## config.mk

```make
export PLATFORM = sky130hd
export DESIGN_NAME = etc_ctrl
export DESIGN_NICKNAME = d
export VERILOG_FILES = /design/src/rtl/etc_pkg.sv /design/src/rtl/etc_rsp_fifo.sv /design/src/rtl/etc_ctrl.sv
export SDC_FILE = /design/constraint.sdc
export NUM_CORES = 2
export LEC_CHECK = 0
export ABC_AREA = 1
export CAP_MARGIN = 20
export CORE_AREA = 2 2 598 600
export CTS_BUF_LIST = sky130_fd_sc_hd__clkbuf_4 sky130_fd_sc_hd__clkbuf_8
export CTS_CLUSTER_SIZE = 14
export DETAILED_ROUTE_END_ITERATION = 12
export DIE_AREA = 0 0 600 602
export PLACE_DENSITY_LB_ADDON = 0.1
export RECOVER_POWER = 50
export SYNTH_ARGS = -nofsm -noshare
export SYNTH_HDL_FRONTEND = slang
export SYNTH_SLANG_ARGS = --single-unit
```

## constraint.sdc

```tcl
create_clock -name clk -period 12.5 [get_ports clk]
set_input_delay 2.5 -clock clk [delete_from_list [all_inputs] [get_ports clk]]
set_output_delay 2.5 -clock clk [all_outputs]
set_load 0.005 [all_outputs]
```

## src/rtl/etc_pkg.sv

```systemverilog
// etc_pkg: shared definitions for the etc request/response front-end.
//   OP_HALF / OP_DUAL : op codes with special handling (half result, two beats)
//   mat_in_t / mat_out_t : 4x4 operand and result matrix types
//   issue_st_t        : issue FSM state encoding
//   beats(op)         : number of result beats an op produces
package etc_pkg;

   localparam int ETC_W = 12;

   localparam logic [3:0] OP_HALF = 4'd2;
   localparam logic [3:0] OP_DUAL = 4'd3;

   typedef logic [3:0][3:0][ETC_W-1:0]   mat_in_t;
   typedef logic [3:0][3:0][2*ETC_W-1:0] mat_out_t;

   typedef enum logic [1:0] {
      ST_IDLE  = 2'd0,
      ST_ISSUE = 2'd1,
      ST_HOLD  = 2'd2
   } issue_st_t;

   function automatic logic [1:0] beats(input logic [3:0] op);
      return (op == OP_DUAL) ? 2'd2 : 2'd1;
   endfunction

endpackage

```

## src/rtl/etc_rsp_fifo.sv

```systemverilog
// etc_rsp_fifo: first-word-fall-through FIFO for response beats.
//   clk, rst        : clock, synchronous active-high reset (pointers/count only)
//   push, push_data : write one entry
//   pop             : drop the head entry (ignored when empty)
//   head            : current head entry, meaningful while count != 0
//   count           : number of stored entries
module etc_rsp_fifo #(
   parameter  int WIDTH = 8,
   parameter  int DEPTH = 4,
   localparam int AW    = (DEPTH > 1) ? $clog2(DEPTH) : 1,
   localparam int CW    = $clog2(DEPTH + 1)
) (
   input  logic             clk,
   input  logic             rst,
   input  logic             push,
   input  logic [WIDTH-1:0] push_data,
   input  logic             pop,
   output logic [WIDTH-1:0] head,
   output logic [CW-1:0]    count
);

   logic [WIDTH-1:0] mem [DEPTH];
   logic [AW-1:0]    wr_ptr;
   logic [AW-1:0]    rd_ptr;
   logic             do_pop;

   function automatic logic [AW-1:0] ptr_inc(input logic [AW-1:0] p);
      return (p == AW'(DEPTH - 1)) ? '0 : p + AW'(1);
   endfunction

   assign do_pop = pop && (count != '0);
   assign head   = mem[rd_ptr];

   // storage carries data only, so it is never reset
   always_ff @(posedge clk) begin
      if (push) begin
         mem[wr_ptr] <= push_data;
      end
   end

   always_ff @(posedge clk) begin
      if (rst) begin
         wr_ptr <= '0;
         rd_ptr <= '0;
         count  <= '0;
      end else begin
         // the upstream credit scheme guarantees a free slot on every push
         assert (!(push && !do_pop && (count == CW'(DEPTH))))
            else $error("etc_rsp_fifo overflow");
         if (push) begin
            wr_ptr <= ptr_inc(wr_ptr);
         end
         if (do_pop) begin
            rd_ptr <= ptr_inc(rd_ptr);
         end
         case ({push, do_pop})
            2'b10:   count <= count + CW'(1);
            2'b01:   count <= count - CW'(1);
            default: count <= count;
         endcase
      end
   end

endmodule

```

## src/rtl/etc_ctrl.sv

```systemverilog
// etc_ctrl: request/response front-end for the etc 4x4 matrix datapath.
//   clk, rst                 : clock, synchronous active-high reset
//   req_valid/req_ready      : request handshake; req_op, req_a, req_b payload
//   etc_op, etc_inA, etc_inB : registered drive into etc
//   etc_out                  : etc result, sampled LATENCY edges after launch
//   rsp_valid/rsp_ready      : response handshake (FWFT FIFO head)
//   rsp_op, rsp_last, rsp_data : head beat; zero while rsp_valid is low
module etc_ctrl
   import etc_pkg::*;
#(
   parameter int W       = ETC_W,
   parameter int LATENCY = 2,
   parameter int DEPTH   = 4
) (
   input  logic                     clk,
   input  logic                     rst,
   input  logic                     req_valid,
   output logic                     req_ready,
   input  logic [3:0]               req_op,
   input  logic [3:0][3:0][W-1:0]   req_a,
   input  logic [3:0][3:0][W-1:0]   req_b,
   output logic [3:0]               etc_op,
   output logic [3:0][3:0][W-1:0]   etc_inA,
   output logic [3:0][3:0][W-1:0]   etc_inB,
   input  logic [3:0][3:0][2*W-1:0] etc_out,
   output logic                     rsp_valid,
   input  logic                     rsp_ready,
   output logic [3:0]               rsp_op,
   output logic                     rsp_last,
   output logic [3:0][3:0][2*W-1:0] rsp_data
);

   localparam int CW = $clog2(DEPTH + 1);
   localparam int SW = CW + 2;
   localparam int FW = 5 + 32 * W;

   issue_st_t state;
   issue_st_t state_nxt;

   logic                     accept;
   logic [SW-1:0]            credit_need;
   logic [CW-1:0]            fifo_count;
   logic [CW-1:0]            inflight;

   logic                     issue_vld;
   logic                     issue_last;
   logic [3:0]               issue_op;

   logic [LATENCY-1:0]       vld_p;
   logic [LATENCY-1:0]       last_p;
   logic [LATENCY-1:0][3:0]  op_p;

   logic                     cap_push;
   logic [3:0][3:0][2*W-1:0] cap_data;

   logic [FW-1:0]            fifo_wdata;
   logic [FW-1:0]            fifo_head;
   logic [3:0]               head_op;
   logic                     head_last;
   logic [3:0][3:0][2*W-1:0] head_data;

   // A request is admitted only when every beat it will produce already has
   // a FIFO slot reserved; this is what lets the consumer stall freely.
   assign credit_need = SW'(fifo_count) + SW'(inflight) + SW'(beats(req_op));
   assign req_ready   = !rst && (state != ST_HOLD) && (credit_need <= SW'(DEPTH));
   assign accept      = req_valid && req_ready;

   // ST_HOLD marks the first cycle of an op-3 issue: the next edge re-launches
   // the same operands for the second beat, so no new request may be taken.
   // The cycle after that is an ordinary ISSUE cycle that can accept again,
   // giving one op 3 every two cycles.
   always_ff @(posedge clk) begin
      if (rst) begin
         state <= ST_IDLE;
      end else begin
         state <= state_nxt;
      end
   end

   always_comb begin
      state_nxt  = ST_IDLE;
      issue_vld  = 1'b0;
      issue_last = 1'b1;
      issue_op   = etc_op;
      if (state == ST_HOLD) begin
         state_nxt = ST_ISSUE;
         issue_vld = 1'b1;
      end else if (accept) begin
         state_nxt  = (req_op == OP_DUAL) ? ST_HOLD : ST_ISSUE;
         issue_vld  = 1'b1;
         issue_last = (req_op != OP_DUAL);
         issue_op   = req_op;
      end
   end

   // ---- stage p0: launch onto etc ----
   always_ff @(posedge clk) begin
      if (rst) begin
         etc_op  <= '0;
         etc_inA <= '0;
         etc_inB <= '0;
      end else if (accept) begin
         etc_op  <= req_op;
         etc_inA <= req_a;
         etc_inB <= req_b;
      end else if (state != ST_HOLD) begin
         etc_op  <= '0;
         etc_inA <= '0;
         etc_inB <= '0;
      end
   end

   // ---- stages p0..p(LATENCY-1): beat tracking alongside etc ----
   always_ff @(posedge clk) begin
      if (rst) begin
         vld_p <= '0;
      end else begin
         vld_p[0] <= issue_vld;
         for (int i = 1; i < LATENCY; i++) begin
            vld_p[i] <= vld_p[i-1];
         end
      end
   end

   always_ff @(posedge clk) begin
      op_p[0]   <= issue_op;
      last_p[0] <= issue_last;
      for (int i = 1; i < LATENCY; i++) begin
         op_p[i]   <= op_p[i-1];
         last_p[i] <= last_p[i-1];
      end
   end

   always_ff @(posedge clk) begin
      if (rst) begin
         inflight <= '0;
      end else begin
         inflight <= inflight
                   + (accept   ? CW'(beats(req_op)) : CW'(0))
                   - (cap_push ? CW'(1)             : CW'(0));
      end
   end

   // ---- capture: etc result into the response FIFO ----
   assign cap_push = vld_p[LATENCY-1];

   always_comb begin
      cap_data = etc_out;
      if (op_p[LATENCY-1] == OP_HALF) begin
         cap_data[2] = '0;
         cap_data[3] = '0;
      end
   end

   assign fifo_wdata = {op_p[LATENCY-1], last_p[LATENCY-1], cap_data};

   etc_rsp_fifo #(
      .WIDTH (FW),
      .DEPTH (DEPTH)
   ) u_fifo (
      .clk       (clk),
      .rst       (rst),
      .push      (cap_push),
      .push_data (fifo_wdata),
      .pop       (rsp_valid && rsp_ready),
      .head      (fifo_head),
      .count     (fifo_count)
   );

   assign head_op   = fifo_head[FW-1 -: 4];
   assign head_last = fifo_head[FW-5];
   assign head_data = fifo_head[FW-6:0];

   // Unreset storage may hold stale beats, so the head is masked when empty.
   assign rsp_valid = (fifo_count != '0);
   assign rsp_op    = rsp_valid ? head_op   : 4'd0;
   assign rsp_last  = rsp_valid ? head_last : 1'b0;
   assign rsp_data  = rsp_valid ? head_data : '0;

endmodule

```

==> reports/metrics.json <==
{
  "outcome": {
    "outcome": "finished with violations",
    "failed_checks": "capacitance limit, slew limit"
  },
  "place": {
    "gp_congestion": 0.988,
    "place.port_buffers": 1554,
    "post-dp-hpwl_microns": 286000,
    "placedCellCount": 12800,
    "place_worst_setup_slack_ns": 3.34
  },
  "worst_setup_path": {
    "worst-setup-path-type": "input port to primary output",
    "crit_required_ns": 10.00,
    "reg2reg_slack_ns": 3.56,
    "end_kind": "primary output",
    "critical_path.reg2reg.endpoint": "u_fifo.mem[0][8]",
    "worstReg2RegStart": "u_fifo.wr_ptr[0]",
    "cp-start-kind": "input port",
    "critPathArrivalTime_ns": 8.03,
    "path_max_fanout": 66,
    "worst-r2r-cell-count": 6
  },
  "power_and_ir_drop": {
    "power_density_mw_per_mm2": 164,
    "worst_ir_drop_vdd_uv": 87.1,
    "finalPower_uw": 17200,
    "power.static_leakage_uw": 0.0350
  },
  "final_layout": {
    "area_growth_syn_to_layout_pct": 35.7,
    "nets": 9181,
    "register_area_sq_mm": 0.0550,
    "layout.cells.most_common_list": "nor2_1 (1,764), edfxtp_1 (1,556), clkdlybuf4s50_1 (1,293), a21oi_1 (785), o21ai_0 (764)",
    "fill_cells": 36700,
    "drive_above_1_share_pct": 8.20,
    "most_common_cell_after_layout_fill_and_taps_aside": "nor2_1",
    "stdcell_count": 13500,
    "final_util_pct": 29.6,
    "multiInputGateArea_sq_mm": 0.0188
  },
  "floorplan": {
    "boundaryPins": 1555,
    "initial_utilization_pct": 21.8,
    "fp.dieH_microns": 602,
    "design.die.area_sq_mm": 0.361,
    "floorplan.core_area_sq_mm": 0.355,
    "die_width_microns": 600,
    "core.rowCount": 219
  },
  "clock_tree": {
    "ctsResizeCount": 0,
    "clock-sinks": 1970,
    "clk_latency_ns": 1.08,
    "reg_clk_slew_reported_paths_ns": 0.06,
    "cts_hold_buffers": 0,
    "post-cts-setup-buffer-count": 0,
    "clk_root_buffer_cell": "clkbuf_8",
    "clock_tree.htree_level_count": 5,
    "worst_case_clock_buffer_depth": 4,
    "tritoncts_clock_tree": "done",
    "cts-buffers-inserted": 385
  },
  "sta": {
    "fin_skew_ns": 0.0744,
    "finalWorstPathRequiredPeriod_ns": 10.53,
    "final-max-slew-violation-count": 1276,
    "fmaxAchievable_ghz": 0.0949,
    "worst_pin_slew_ns": 5.45,
    "tns_ns": 0,
    "final.period_utilization_pct": 84.3,
    "unrepaired_setup_endpoints_after_global_routing": "false",
    "post-route-worst-setup-slack_ns": 1.97,
    "hold_viol": 0,
    "timing.final.setup_violations": 0,
    "slew-limit-headroom_pct": -265
  },
  "drt": {
    "drtIter0Drc": 4018,
    "drtPass1Iterations": 5,
    "num_vias": 60200,
    "drt_wl_total_microns": 416000,
    "postRouteAntennaNets": 0,
    "drc": 0,
    "detail_route.vias_per_cell": 4.45,
    "route.detailed.wl_per_inst_microns": 30.7
  },
  "synth": {
    "netlist-cell-type-count": 29,
    "seq_total_area_yosys_pct": 71.2,
    "post_synth_instance_area_sq_mm": 0.0773,
    "postSynthCellCount": 6897,
    "mappedNetlistNets": 7690,
    "postSynthRegisterBits": 1970,
    "synth_top_area_share_pct": 60.5,
    "synth_area_leaders": "edfxtp_1 (60%), dfxtp_1 (11%), nor2_1 (8.6%), a21oi_1 (5.1%), o21ai_0 (4.9%)",
    "syn_area_per_cell_sq_um": 11.2,
    "synthDominantAreaCellType": "edfxtp_1",
    "synth_warnings": 0
  },
  "hold_path": {
    "worstHoldEndpoint": "fifo_wdata[387]",
    "timing.hold.worst_path_depth": 0,
    "holdCritStartpoint": "op_p[2]",
    "worstHoldPathType": "flip-flop to flip-flop"
  },
  "grt": {
    "grt_remaining_overflow": 0,
    "global_route.usage.total_pct": 22.1,
    "number_of_antenna_violations_at_the_first_check_in_global_routing": 314,
    "grt_pass1_vias": 58200,
    "global_route_wire_length_before_repair_microns": 544000,
    "grt_max_degree": 186
  },
  "run": {
    "max_cap_check_violation_count": 22
  }
}
[synthesized netlist by cell type (all sizes together)]
cell type and n:
a21oi 785, inv 227, xnor2 1, xor2 1, and2 1, nor2 1765
o21ai 786, edfxtp 1556, dfxtp 414, nor4b 1, clkbuf 269, clkinv 1
nor3 2, fa 4, nand3 2, buf 269, nand4 388, ha 13
nand2 412
[critical path: stages]
cell	delay, ns
clkbuf_1	2.87
clkinv_2	1.00
nand2_4	0.36
nor2_4	0.05
buf_4	0.22
and2_1	0.33
clkdlybuf4s50_1	0.56
[per-stage QoR]
stage,instance area (sq um),hold WS [ns]
global placement,97100,0.310
detailed placement,97100,0.312
global route,105000,0.331
floorplan,77300,0.310
finish,105000,0.326
CTS,105000,0.326
[sequential cells by signal, summed over array words and instances, names as in the netlist, 3 cells and up, named ones only]
name,cells
u_fifo.mem,1556
u_fifo.count,3
etc_inB,192
op_p,4
fifo_wdata,4
etc_inA,192
etc_op,4
inflight,3
[report_power, final]
group / leakage, uW / switching, uW / total, uW / internal (uW)
clock network: 0.00412 / 3020 / 6680 / 3660
registers: 0.0174 / 121 / 7440 / 7320
logic: 0.0135 / 2000 / 3080 / 1080
[per-layer routing]
layer  vias up  global-route usage, %  share of wire, %
met2      2310                   37.6                49
met5         -                      0              0.21
met3       990                   7.94               8.5
li1      27400                      -                 -
met4       136                   10.6               5.1
met1     29400                   24.3                37
[worst max path at each step]
stage                     start                to  slack [ns]  depth (start not counted)
2_1_floorplan  u_fifo.wr_ptr[0]  u_fifo.mem[3][0]        3.66                          3
3_3_place_gp          req_op[2]         req_ready        3.18                         16
3_5_place_dp          req_op[1]         req_ready        3.34                         15
4_1_cts               req_op[1]         req_ready        3.31                         15
5_1_grt                     rst         req_ready        1.80                          7
6_report                    rst         req_ready        1.97                          7
[final cells by class]
type / instances / area share, %
antenna: 80 / 0.191
clock buffer: 568 / 6.61
clock inverter: 123 / 0.791
inverter: 228 / 0.843
multi-input combinational: 4161 / 17.9
sequential: 1970 / 52.5
tap: 4751 / 5.67
timing repair buffer: 1642 / 15.5
[cells by family after synthesis]
family                     share of synthesized area (%)
AOI/OAI and AO/OA                                   10.2
xor gates and xnor gates                          0.0227
DFF                                                 71.2
buffers and inverters                               4.50
adders and majority gates                          0.314
and+or+nand+nor                                     13.8
No activity file was read; power rests on OpenSTA's default activity.
